===== src/rtl/ds_skid_pipeline.sv =====
// ds_skid_pipeline: STAGES cascaded skid buffers; ready is a register output, o_cnt counts held words.
// Optional synchronous flush input clr is present when DS_SKID_PIPELINE_CLEAR_EN is defined.
module ds_skid_pipeline #(
    parameter int WIDTH  = 8,
    parameter int STAGES = 2
) (
    input  logic                          reset,
    input  logic                          clk,
    input  logic [WIDTH-1:0]              i_dat,
    input  logic                          i_val,
    output logic                          i_rdy,
    output logic [WIDTH-1:0]              o_dat,
    output logic                          o_val,
    input  logic                          o_rdy,
`ifdef DS_SKID_PIPELINE_CLEAR_EN
    input  logic                          clr,
`endif
    output logic [$clog2(2*STAGES+1)-1:0] o_cnt
);
    localparam int CW = $clog2(2*STAGES+1);

    logic [STAGES-1:0]            main_val_q, main_val_d, skid_val_q, skid_val_d;
    logic [STAGES-1:0][WIDTH-1:0] main_dat_q, main_dat_d, skid_dat_q, skid_dat_d;
    logic [CW-1:0]                cnt_q, cnt_d;

    // Chains join neighbouring stages: entry s is the upstream side of stage s,
    // entry s+1 its downstream side; the ends are the module ports.
    logic [STAGES:0]              val_chain, rdy_chain;
    logic [STAGES:0][WIDTH-1:0]   dat_chain;

    assign val_chain = {main_val_q, i_val};
    assign dat_chain = {main_dat_q, i_dat};
    assign rdy_chain = {o_rdy, ~skid_val_q};

    assign i_rdy = rdy_chain[0];
    assign o_val = val_chain[STAGES];
    assign o_dat = dat_chain[STAGES];
    assign o_cnt = cnt_q;

    always_comb begin
        main_val_d = main_val_q;
        main_dat_d = main_dat_q;
        skid_val_d = skid_val_q;
        skid_dat_d = skid_dat_q;
        cnt_d      = '0;
        for (int unsigned s = 0; s < STAGES; s++) begin
            if (!main_val_q[s] || rdy_chain[s+1]) begin
                if (skid_val_q[s]) begin
                    main_val_d[s] = 1'b1;
                    main_dat_d[s] = skid_dat_q[s];
                    skid_val_d[s] = 1'b0;
                end else begin
                    main_val_d[s] = val_chain[s];
                    if (val_chain[s]) begin
                        main_dat_d[s] = dat_chain[s];
                    end
                end
            end else if (val_chain[s] && !skid_val_q[s]) begin
                skid_val_d[s] = 1'b1;
                skid_dat_d[s] = dat_chain[s];
            end
        end
`ifdef DS_SKID_PIPELINE_CLEAR_EN
        if (clr) begin
            main_val_d = '0;
            skid_val_d = '0;
        end
`endif
        for (int unsigned s = 0; s < STAGES; s++) begin
            cnt_d = cnt_d + CW'(main_val_d[s]) + CW'(skid_val_d[s]);
        end
    end

    always_ff @(posedge clk or posedge reset) begin
        if (reset) begin
            main_val_q <= '0;
            main_dat_q <= '0;
            skid_val_q <= '0;
            skid_dat_q <= '0;
            cnt_q      <= '0;
        end else begin
            main_val_q <= main_val_d;
            main_dat_q <= main_dat_d;
            skid_val_q <= skid_val_d;
            skid_dat_q <= skid_dat_d;
            cnt_q      <= cnt_d;
        end
    end
endmodule


===== config.mk =====
export PLATFORM = sky130hd
export DESIGN_NAME = ds_skid_pipeline
export DESIGN_NICKNAME = d
export VERILOG_FILES = /design/src/rtl/ds_skid_pipeline.sv
export SDC_FILE = /design/constraint.sdc
export NUM_CORES = 1
export LEC_CHECK = 0
export ABC_AREA = 1
export CORE_MARGIN = 5
export CORE_UTILIZATION = 45
export DETAILED_ROUTE_END_ITERATION = 7
export GPL_ROUTABILITY_DRIVEN = 0
export PLACE_DENSITY_LB_ADDON = 0.2
export SYNTH_ARGS = -nofsm -noshare
export SYNTH_HDL_FRONTEND = slang
export SYNTH_SLANG_ARGS = --single-unit

===== constraint.sdc =====
create_clock -name clk -period 2.8 [get_ports clk]
set_clock_uncertainty 0.15 [all_clocks]
set_input_delay 0.42 -clock clk [delete_from_list [all_inputs] [get_ports clk]]
set_output_delay 0.42 -clock clk [all_outputs]
set_load 0.02 [all_outputs]

==> Yosys cells after proc, flatten, opt, wreduce, memory -nomap -nowiden <==
Cells that the tools add are included.
{ "totals": {"ff_bits": 39, "in_bits": 12, "output_inout_bits": 13, "elab_cells": 39} }
{ "classes": {"addsub": 3, "muxes": 12, "n_bitwise": 3, "reduce_logical": 14} }
{ "op_table": {"columns": ["op", "n"], "rows": [
  ["two-way mux 8 bit", 4],
  ["two-way mux 1 bit", 8],
  ["AND reduction 2 bit", 4],
  ["logical NOT 1 bit", 4],
  ["nonzero test 2 bit", 2],
  ["adder 2 x 1 -> 3 bit", 1],
  ["adder 3 x 1 -> 3 bit", 1],
  ["adder 1 x 1 -> 2 bit", 1],
  ["logical AND 1 bit", 2],
  ["logical OR 1 bit", 2],
  ["inverter 1 bit", 2],
  ["inverter 2 bit", 1]
]} }

==> Longest topological paths before layout <==
{ "logic_depth": {"ltp_word": 7, "depth_mapped": 8, "ltp_nobuf": 8} }

==> Worst setup path after synthesis <==
OpenSTA, ideal clock, no wires.
{ "synth_path": {"path_kind": "register to register", "start": "register skid_val_q[1]", "end": "register cnt_q[1] (netlist: o_cnt[1])", "setup_time_ps": 126, "arrival_ps": 1743, "t_required_ps": 2524, "slack_ps": 781, "path_stages_with_launch": 9, "n_path_buf": 1, "period_less_slack_ps": 2019, "path_cell_list": "dfrtp_1 > buf_6 > nor2_4 > nor2_1 > inv_1 > fa_1 > inv_1 > ha_1 > ha_1"} }
{ "synth_via": {"elab_cells_between_ends": 13, "cone_classes": "3 x add/sub; 6 x mux; 1 x bitwise; 3 x reduce/logical"} }
{ "synth_rtl": {"columns": ["element", "line", "source"], "rows": [
  ["from (decl)", "22", "logic [STAGES-1:0] main_val_q, main_val_d, skid_val_q, skid_val_d;"],
  ["from (signal assigned)", "84", "skid_val_q <= skid_val_d;"],
  ["logical NOT 1 bit", "58", "end else if (val_chain[s] && !skid_val_q[s]) begin"],
  ["logical AND 1 bit", "58", null],
  ["two-way mux 1 bit *", "58", null],
  ["two-way mux 1 bit *", "47", "if (!main_val_q[s] || rdy_chain[s+1]) begin"],
  ["named net skid_val_d[1]", "22", null],
  ["adder 3 x 1 -> 3 bit *", "70", "cnt_d = cnt_d + CW'(main_val_d[s]) + CW'(skid_val_d[s]);"],
  ["named net cnt_d[1]", "24", "logic [CW-1:0] cnt_q, cnt_d;"],
  ["to (signal assigned)", "86", "cnt_q <= cnt_d;"],
  ["to (decl)", "24", null]
]} }
Mark *: on every way through the listed nets, which the timed path passes. The rest lies on a longest branch.
A chain may end at the register's enable or synchronous reset.

==> Final worst setup path <==
{ "layout_path": {"start": "input i_val", "end": "register cnt_q[1] (netlist: o_cnt[1])"} }
{ "layout_via": {"elab_cells_between_ends": 8, "cone_classes": "3 x add/sub; 4 x mux; 1 x reduce/logical"} }
{ "layout_rtl": {"columns": ["element", "line", "source"], "rows": [
  ["from (decl)", "10", "input logic i_val,"],
  ["two-way mux 1 bit", "48", "if (skid_val_q[s]) begin"],
  ["two-way mux 1 bit", "47", null],
  ["named net main_val_d[0]", "22", null],
  ["adder 1 x 1 -> 2 bit", "70", null],
  ["adder 2 x 1 -> 3 bit", "70", null],
  ["adder 3 x 1 -> 3 bit", "70", null],
  ["named net cnt_d[1]", "24", null]
]} }
The timed path passes the listed nets, and every way through them passes these cells.

==> flow_summary.json <==
{
  "status": "completed",
  "ys_top_cells_by_area": "dfrtp_1, nand2_1, nand3_1",
  "synthCells": 227,
  "register_area_um2": 976,
  "startpoint_type": "input port",
  "hpwlAfterDp_um": 2310,
  "criticalPathCategory": "input port to register",
  "wire_per_inst_um": 10.8,
  "grt-ovfl-total": 0,
  "core-area_um2": 4030,
  "crit_arrival_ps": 2230,
  "cap_violations": 0,
  "crit_path_end_kind": "register",
  "cts.sinks": 39,
  "min_period_ps": 2210,
  "die_h_um": 74.5,
  "grt_pass1_wl_um": 5890,
  "p_leak_nw": 1.21,
  "synth_nets": 242,
  "max_freq_ghz": 0.452,
  "die_area_um2": 5550,
  "worstHoldPathCells": 2,
  "fin_area_um2": 2210,
  "vias": 1343,
  "ioPinCount": 25,
  "clk_pin_slew_ps": 70,
  "slew_headroom_pct": 67.6,
  "antenna_found_initial": 0,
  "antenna_cells": 0,
  "multi_input_area_um2": 766,
  "finalNetCount": 266,
  "ys_warn_count": 0,
  "first_iter_violations": 93,
  "hp-class": "register to register",
  "tightest_slew_ps": 486,
  "powerDensity_nw_per_um2": 761,
  "rsz0062_at_grt": "false",
  "reg2reg_depth": 7,
  "root_buffer": "clkbuf_8",
  "grt_usage_pct": 13.8,
  "ctsHoldBuffers": 0,
  "first_global_vias": 1359,
  "cp_max_fo": 3,
  "yosysTopAreaCell": "dfrtp_1",
  "layout-drive-gt1-share_pct": 9.56,
  "viasPerCell": 4.46,
  "drc": 0,
  "nFillCells": 400,
  "wl_um": 3260,
  "ys_types": 16,
  "clock_path_buffers": 2,
  "numPortBuffers": 24,
  "slew_violations": 0,
  "ys_seq_area_share_pct": 52.1,
  "utilization_pct": 54.8,
  "synth_top_area_share_pct": 52.1,
  "ys_ff_latch": 39,
  "period_share_pct": 79.0,
  "clk_latency_ps": 290,
  "place_area_um2": 2120,
  "drt_pass1_iterations": 4,
  "setup_violations": 0,
  "cts_tree": "done",
  "antenna_left": 0,
  "worstPathRequired_ps": 2820,
  "max-vdd-ir-drop_mv": 0.344,
  "row_count": 23,
  "start_util_pct": 46.5,
  "numCtsBuffers": 5,
  "post_cts_buffers": 0,
  "hold_viol_final": 0,
  "syn_area_um2": 1870,
  "syn_avg_cell_area_um2": 8.25,
  "finalSetupTns_ps": 0,
  "dieWidth_um": 74.5,
  "post_cts_resized": 0,
  "htreeDepth": 2,
  "grt_max_degree": 40,
  "area_growth_pct": 17.8
}
report_power, final:
part           internal (mW)  switching [mW]
clock network          0.193           0.186
registers              0.720          0.0930
logic                  0.209           0.276
logic make-up after synthesis:
kind of cell | count (synthesis) | synth area share [%]
AO/OA/AOI/OAI | 1 | 0.869
adder cells (fa/ha/maj) | 3 | 2.41
buffers and inverters | 23 | 6.95
flip-flops | 39 | 52.1
AND/OR/NAND/NOR | 161 | 37.6
Yosys cell counts, drive strengths merged:
| master | count |
|---|---|
| nand3 | 16 |
| inv | 13 |
| buf | 10 |
| o21ai | 1 |
| fa | 1 |
| ha | 2 |
| dfrtp | 39 |
| nand2 | 136 |
| nor2 | 9 |
cell type report:
cell class              count  share of cell area [%]
repair buffers             27                    11.9
multi-input cells         165                    34.7
inverters                  13                    2.33
well taps                  50                    2.84
flip-flops and latches     39                    44.2
clock buffers               6                    3.74
clock inverters             1                   0.227
routing by layer:
layer  part of all wire, %  global-route usage, %
met5                     0                      0
met4                  0.61                   3.56
met3                   5.1                   4.46
met2                    44                   21.6
met1                    50                   18.5
stage by stage:
| step | hold slack [ps] | worst slack, ps | power (mW) | instances |
|---|---|---|---|---|
| 6_report | 324 | 589 | 1.68 | 301 |
| 5_1_grt | 342 | 471 | 1.80 | 301 |
| 4_1_cts | 326 | 574 | 1.70 | 301 |
| 3_5_place_dp | 308 | 267 | 1.32 | 294 |
| 3_3_place_gp | 303 | 312 | 1.31 | 294 |
| 2_1_floorplan | 292 | 781 | 1.18 | 227 |
sequential cells by signal, indices dropped and copies added (netlist names):
signal and cells:
skid_dat_q 16, dat_chain 8, o_dat 8, o_cnt 3, main_val_q 2, skid_val_q 2
placed cells by master, fill, tap and decap left out:
cell type,n
nand2_1,133
clkdlybuf4s50_1,24
clkinv_2,1
nand2_4,2
fa_1,1
o21ai_4,1
nand2_2,1
inv_4,1
ha_1,2
inv_2,3
nor2_4,4
buf_4,3
nand3_1,16
inv_1,9
clkbuf_8,6
dfrtp_1,39
nor2_1,3
nor2_8,2
final timing paths:
kind	start	end	slack [ps]
worst max register to register	skid_val_q[1]	o_cnt[1]	600
worst min register to register	skid_dat_q[15]	skid_dat_q[15]	320
worst max-delay path	i_val	o_cnt[1]	590
min in group asynchronous	reset	o_cnt[0]	400
max in group asynchronous	reset	dat_chain[14]	1770
worst min-delay path	skid_dat_q[15]	skid_dat_q[15]	320
critical path: stages:
cell and delay, ps:
clkdlybuf4s50_1 540, nor2_1 110, nand2_1 90, inv_1 60, fa_1 530, inv_1 40, ha_1 170, ha_1 280
Power figures use the tool's default switching activity.
